### src/rtl/fetch_stage_pkg.sv
// fetch_stage_pkg: shared state encoding and constants for the fetch stage
package fetch_stage_pkg;
    typedef enum logic [1:0] {IDLE, REQ, HOLD} fetch_state_t;
    localparam logic [31:0] NOP_INSTR = 32'h0000_0000;
    localparam logic [31:0] PC_STEP   = 32'd4;
endpackage

### src/rtl/fetch_stage_if.sv
// fetch_stage_if: request/acknowledge instruction-memory port
interface fetch_stage_if;
    logic        req;
    logic [31:0] addr;
    logic        ack;
    logic [31:0] rdata;
    modport master (output req, addr, input ack, rdata);
    modport slave  (input req, addr, output ack, rdata);
endinterface

### src/rtl/fetch_stage_pc_register.sv
// pc_register: 32-bit register with load enable and async active-low reset
module pc_register #(
    parameter logic [31:0] RESET_VAL = 32'h0000_0000
) (
    input  logic        clk,
    input  logic        rst,
    input  logic        en,
    input  logic [31:0] d,
    output logic [31:0] q
);
    // load on enable, otherwise hold
    always_ff @(posedge clk or negedge rst)
        if (!rst) q <= RESET_VAL;
        else if (en) q <= d;
endmodule

### src/rtl/fetch_stage.sv
// fetch_stage: PC, imem request FSM, hold buffer and IF/ID register; FETCH_STALL_CNT_EN adds stall_cnt
module fetch_stage
    import fetch_stage_pkg::*;
#(
    parameter logic [31:0] RESET_PC = 32'h0000_0000
) (
    input  logic                 clk,
    input  logic                 rst,
    input  logic                 freeze,
    input  logic                 brTaken,
    input  logic [31:0]          brAddr,
    fetch_stage_if.master        imem,
    output logic [31:0]          instruction,
    output logic [31:0]          PC,
    output logic                 valid
`ifdef FETCH_STALL_CNT_EN
    ,
    output logic [15:0]          stall_cnt
`endif
);
    fetch_state_t state, state_d;
    logic [31:0]  fetch_pc, pc_d, pc_inc, req_addr, hold_instr, hold_pc;
    logic         pc_load, outstanding, kill, acc, live;

    pc_register #(.RESET_VAL(RESET_PC)) u_pc (
        .clk(clk),
        .rst(rst),
        .en (pc_load),
        .d  (pc_d),
        .q  (fetch_pc)
    );

    // state register
    always_ff @(posedge clk or negedge rst)
        if (!rst) state <= IDLE;
        else state <= state_d;

    // next state and request outputs; a branch suppresses a fresh request so the redirect lands next cycle
    always_comb begin
        imem.addr = outstanding ? req_addr : fetch_pc;
        imem.req  = (state == REQ) && (outstanding || (!freeze && !brTaken));
        acc       = imem.req && imem.ack;
        live      = acc && !kill && !brTaken;
        pc_inc    = fetch_pc + PC_STEP;
        pc_load   = brTaken || live;
        pc_d      = brTaken ? (brAddr & ~32'h3) : pc_inc;
        state_d   = state == IDLE ? REQ :
                    state == REQ  ? ((live && freeze) ? HOLD : REQ) :
                    ((brTaken || !freeze) ? REQ : HOLD);
    end

    // outstanding-request tracking; kill marks an in-flight request whose data must be dropped
    always_ff @(posedge clk or negedge rst)
        if (!rst) begin
            outstanding <= 1'b0;
            req_addr    <= RESET_PC;
            kill        <= 1'b0;
        end else begin
            outstanding <= imem.req && !imem.ack;
            req_addr    <= imem.addr;
            kill        <= (kill || (brTaken && outstanding)) && !acc;
        end

    // hold buffer captures a word that returns while the pipe is frozen
    always_ff @(posedge clk or negedge rst)
        if (!rst) begin
            hold_instr <= NOP_INSTR;
            hold_pc    <= 32'h0;
        end else if (live && freeze) begin
            hold_instr <= imem.rdata;
            hold_pc    <= pc_inc;
        end

    // IF/ID register: branch flushes, freeze holds, otherwise load buffer/new word or insert a bubble
    always_ff @(posedge clk or negedge rst)
        if (!rst) begin
            instruction <= NOP_INSTR;
            PC          <= 32'h0;
            valid       <= 1'b0;
        end else if (brTaken) begin
            instruction <= NOP_INSTR;
            PC          <= 32'h0;
            valid       <= 1'b0;
        end else if (!freeze) begin
            instruction <= state == HOLD ? hold_instr : live ? imem.rdata : NOP_INSTR;
            PC          <= state == HOLD ? hold_pc : live ? pc_inc : 32'h0;
            valid       <= state == HOLD || live;
        end

`ifdef FETCH_STALL_CNT_EN
    // saturating count of cycles where decode gets nothing new
    always_ff @(posedge clk or negedge rst)
        if (!rst) stall_cnt <= 16'h0;
        else if ((freeze || !valid) && stall_cnt != 16'hFFFF) stall_cnt <= stall_cnt + 16'd1;
`endif
endmodule

### src/flat_wrapper.sv
// flat-port wrapper written by rule: the top's interface ports become plain ports
module fetch_stage_flat import fetch_stage_pkg::*;
#(
    parameter logic [31:0] RESET_PC = 32'h0000_0000
)
  (clk, rst, freeze, brTaken, brAddr, instruction, PC, valid, imem_req, imem_addr, imem_ack, imem_rdata);
  fetch_stage_if imem_i ();
  input  logic clk;
  input  logic rst;
  input  logic freeze;
  input  logic brTaken;
  input  logic [31:0] brAddr;
  output logic [31:0] instruction;
  output logic [31:0] PC;
  output logic valid;
  output wire logic [$bits(imem_i.req)-1:0] imem_req;
  output wire logic [$bits(imem_i.addr)-1:0] imem_addr;
  input wire logic [$bits(imem_i.ack)-1:0] imem_ack;
  input wire logic [$bits(imem_i.rdata)-1:0] imem_rdata;
  assign imem_req = imem_i.req;
  assign imem_addr = imem_i.addr;
  assign imem_i.ack = imem_ack;
  assign imem_i.rdata = imem_rdata;
  fetch_stage #(.RESET_PC(RESET_PC)) u_core (.clk(clk), .rst(rst), .freeze(freeze), .brTaken(brTaken), .brAddr(brAddr), .imem(imem_i), .instruction(instruction), .PC(PC), .valid(valid));
endmodule
### config.mk
export PLATFORM = sky130hd
export DESIGN_NAME = fetch_stage_flat
export DESIGN_NICKNAME = d
export VERILOG_FILES = /design/src/rtl/fetch_stage_pkg.sv /design/src/rtl/fetch_stage_if.sv /design/src/rtl/fetch_stage_pc_register.sv /design/src/rtl/fetch_stage.sv /design/src/flat_wrapper.sv
export SDC_FILE = /design/constraint.sdc
export NUM_CORES = 1
export LEC_CHECK = 0
export BUFFER_PORTS_ARGS = -buffer_cell sky130_fd_sc_hd__buf_4
export CORE_UTILIZATION = 45
export CTS_CLUSTER_SIZE = 16
export DETAILED_ROUTE_END_ITERATION = 8
export PLACE_DENSITY_LB_ADDON = 0.3
export SYNTH_ARGS = -nofsm -noshare
export SYNTH_HDL_FRONTEND = slang
export SYNTH_HIERARCHICAL = 1
export SYNTH_SLANG_ARGS = --single-unit
export TNS_END_PERCENT = 50
### constraint.sdc
create_clock -name clk -period 5.4 [get_ports clk]
set_clock_uncertainty 0.2 [all_clocks]
set_input_delay 1.08 -clock clk [delete_from_list [all_inputs] [get_ports clk]]
set_output_delay 1.08 -clock clk [all_outputs]
set_load 0.02 [all_outputs]
==> results.tsv <==
stage	metric	value	unit
status	status	complete, no violations	
routing	DRT met1 WL	9.82	mm
yosys	synthesis warning total	6	
floorplan	Core Footprint	0.0195	mm²
worst_setup_path	type of destination of the critical path	primary output	
worst_setup_path	CP max FO	40	
worst_setup_path	Setup CP Type	input port to primary output	
worst_setup_path	RR Startpoint	u_core/outstanding	
final_layout	leading cell type in the layout, fill and taps excluded	dfrtp_1	
global_route	first-pass GRT wire length	33.9	mm
yosys	Syn Nets	883	
clocking	CTS Sinks	197	
power	peak supply drop	0.000253	V
timing	final hold viol count	0	
clocking	Clk pin slew, worst setup/hold paths	70	ps
routing	Initial DRC Count	335	
timing	setup violators final	0	
clocking	buffer count from post-CTS setup fixing	0	
power	PD cells	392	mW/mm²
worst_setup_path	CP max-delay cell	buf_4	
final_layout	Layout Nets	1019	
placement	area of placed instances	0.0103	mm²
routing	Final ANT Viol Nets	0	
clocking	CTS Buf Count	17	
final_layout	fraction of layout cells with a size suffix above 1	29.4	%
min_path	worst hold-check path type	flip-flop to flip-flop	
power	Tot Pwr	4.27	mW
yosys	Top FF cell, synth	dfrtp_1	
power	P_int	2.93	mW
final_layout	commonest non-fill, non-tap cells in the layout	dfrtp_1 (197), buf_4 (171), nand2_1 (151)	
floorplan	Placement Rows	51	
power	sw frac	31.4	%
timing	Slew headroom	22.2	%
final_layout	design area	0.0109	mm²
routing	via count	6425	
worst_setup_path	Req. time, crit path	4120	ps
placement	DP Wirelength	12.9	mm
yosys	area of the mapped netlist	0.00895	mm²
yosys	Seq/Total Area, Yosys	55.1	%
final_layout	Register Area	0.00493	mm²
yosys	synthesized instance count	813	
timing	Max Transition Viols Final	0	
global_route	overall routing resource usage	21.6	%
yosys	Post-synth EDFFs	0	
floorplan	die width	143	µm
worst_setup_path	crit-path cells	buf_4, nor2_2, o21ai_1, inv_1, buf_4	
routing	WL final	21.0	mm
timing	fmax	289	MHz
job	Max Cap Viol	0	
power	clock group share of total power	28.7	%
floorplan	Starting Density	46.0	%
final_layout	Non-Filler Instances	1227	
worst_setup_path	Worst EP arrival	2180	ps
routing	Routed wire per std cell	17.1	µm
floorplan	total die area	0.0205	mm²
timing	TNS Setup	0	ps
worst_setup_path	max incr delay on CP	400	ps
final_layout	post-layout util	56.0	%
floorplan	I/O pin total	167	
power	total leakage power	5.26	nW
worst_setup_path	most used cell, CP	buf_4	
routing	Top Metal Used	met4	
final_layout	Area growth, synth to finish	21.9	%
timing	Period minus WS final	3460	ps
timing	fin crit share	64.1	%
yosys	synth unique cells	40	
yosys	mean post-synth cell area	11.0	µm²
timing	RSZ-0062 raised after global routing	no	
final_layout	number of diodes	0	
clocking	H-tree depth	4	
global_route	vias in the first global route	6493	
power	sequential share of power	47.3	%
placement	Buffers on Ports	164	
min_path	hold_sp	u_core/hold_instr[16]	
power	reported net switching power	1.34	mW
routing	met2 wire length	10.0	mm
final_layout	area of the multi-input gates	0.00365	mm²
floorplan	DIE HEIGHT	143	µm
clocking	CTS tree	yes	
worst_setup_path	Critical Path Start	brTaken	
routing	DRC	0	
yosys	Async SR Flop Fraction	100	%
power	Logic pwr share	24.1	%
worst_setup_path	crit path launch type	input port	
global_route	largest net degree at the start of global routing	130	
clocking	Clk Latency, worst-skew pair	430	ps
final_layout	FILL cells	1739	
routing	routed length on met3	943	µm
clocking	Clock Tree Root	clkbuf_16	
global_route	Overflow after GRT	0	
yosys	Synth Register Bits	197	
clocking	CTS resizes	0	
timing	Worst-Margin Slew	1160	ps
placement	gpl congestion	0.735	
clocking	Post-CTS Hold Buffers	0	
routing	Pre-antenna DRT Iters	5	
clocking	Longest Clk Path Bufs	2	
global_route	initial antenna violation count	0	
placement	Placed Instances	1195	
routing	Avg Vias per Cell	5.24	
==> stage by stage <==
stage	worst slack [ps]	hold slack [ps]
final	1940	277
after global routing	1830	299
after detailed placement	1720	263
after floorplan	2410	247
after global placement	1720	258
after CTS	1920	281
==> worst max-delay path: cells and delay by family <==
kind | cells | cell delay (ps)
buf+inv | 3 | 670
compound gates | 1 | 310
simple gates | 1 | 90
==> layout make-up <==
class	instances	area share (%)
Clock buffer	20	4.10
Clock inverter	12	1.09
Inverter	29	0.998
Multi-Input combinational cell	531	33.5
Sequential cell	197	45.2
Tap cell	265	3.04
Timing Repair Buffer	173	12.1
==> per-layer routing <==
metal | vias up | GRT usage [%]
met2 | 157 | 35.4
met3 | 14 | 3.72
met4 | 0 | 6.28
met5 | - | 0
li1 | 3077 | -
met1 | 3177 | 29.4
==> flip-flops by register name (all words and copies together) (netlist names) <==
| name | cells |
|---|---|
| u_core/kill | 1 |
| u_core/u_pc/q | 32 |
| u_core/req_addr | 32 |
| u_core/outstanding | 1 |
| u_core/instruction | 32 |
| u_core/hold_pc | 32 |
| u_core/hold_instr | 32 |
| u_core/PC | 32 |
| u_core/valid | 1 |
| u_core/state | 2 |
==> final timing paths <==
kind                                         end  slack, ps  depth (start not counted)
setup reg to reg               u_core/u_pc/q[31]       2730                          6
hold / removal             u_core/hold_instr[16]        280                          2
max in group asynchronous          u_core/PC[29]       3480                          2
min in group asynchronous           u_core/PC[0]        450                          1
hold reg to reg            u_core/hold_instr[16]        280                          2
setup / recovery                        imem_req       1940                          5
==> cells in the mapped netlist, types with 6 or more instances <==
cell type,n,share of area (%)
mux2_4,30,5.0
buf_2,9,0.50
nor3_1,44,2.5
nand3_1,13,0.73
a22oi_1,22,1.8
mux2_2,38,4.8
xor2_1,22,2.2
nor2b_1,46,3.2
buf_1,8,0.34
clkbuf_1,35,1.5
o21ai_0,34,1.9
o21ai_1,16,0.90
nand4_1,9,0.63
xnor2_1,6,0.59
a221oi_1,42,4.1
inv_1,29,1.2
dfrtp_1,197,55
mux2i_1,24,2.7
nand2_1,151,6.3
==> kinds of logic (layout without fill, tap and decap cells) <==
kind of cell | Yosys count | after routing | share of synthesized area [%]
multiplexers | 92 | 92 | 12.5
AO/OA/AOI/OAI | 119 | 119 | 9.06
XOR/XNOR | 28 | 28 | 2.74
AND/OR/NAND/NOR | 291 | 291 | 16.1
adder cells (fa/ha/maj) | 1 | 1 | 0.140
buffers and inverters | 85 | 234 | 4.32
flip-flops | 197 | 197 | 55.1
==> power by group through the flow <==
stage          Clock, mW  Sequential [mW]  Combinational (mW)
2_1_floorplan          0             2.02               0.659
3_3_place_gp           0             2.03                1.01
3_5_place_dp           0             2.05                1.03
4_1_cts             1.26             2.02                1.04
5_1_grt             1.31             2.06                1.13
6_report            1.22             2.02                1.03
Power figures use the tool's default switching activity.
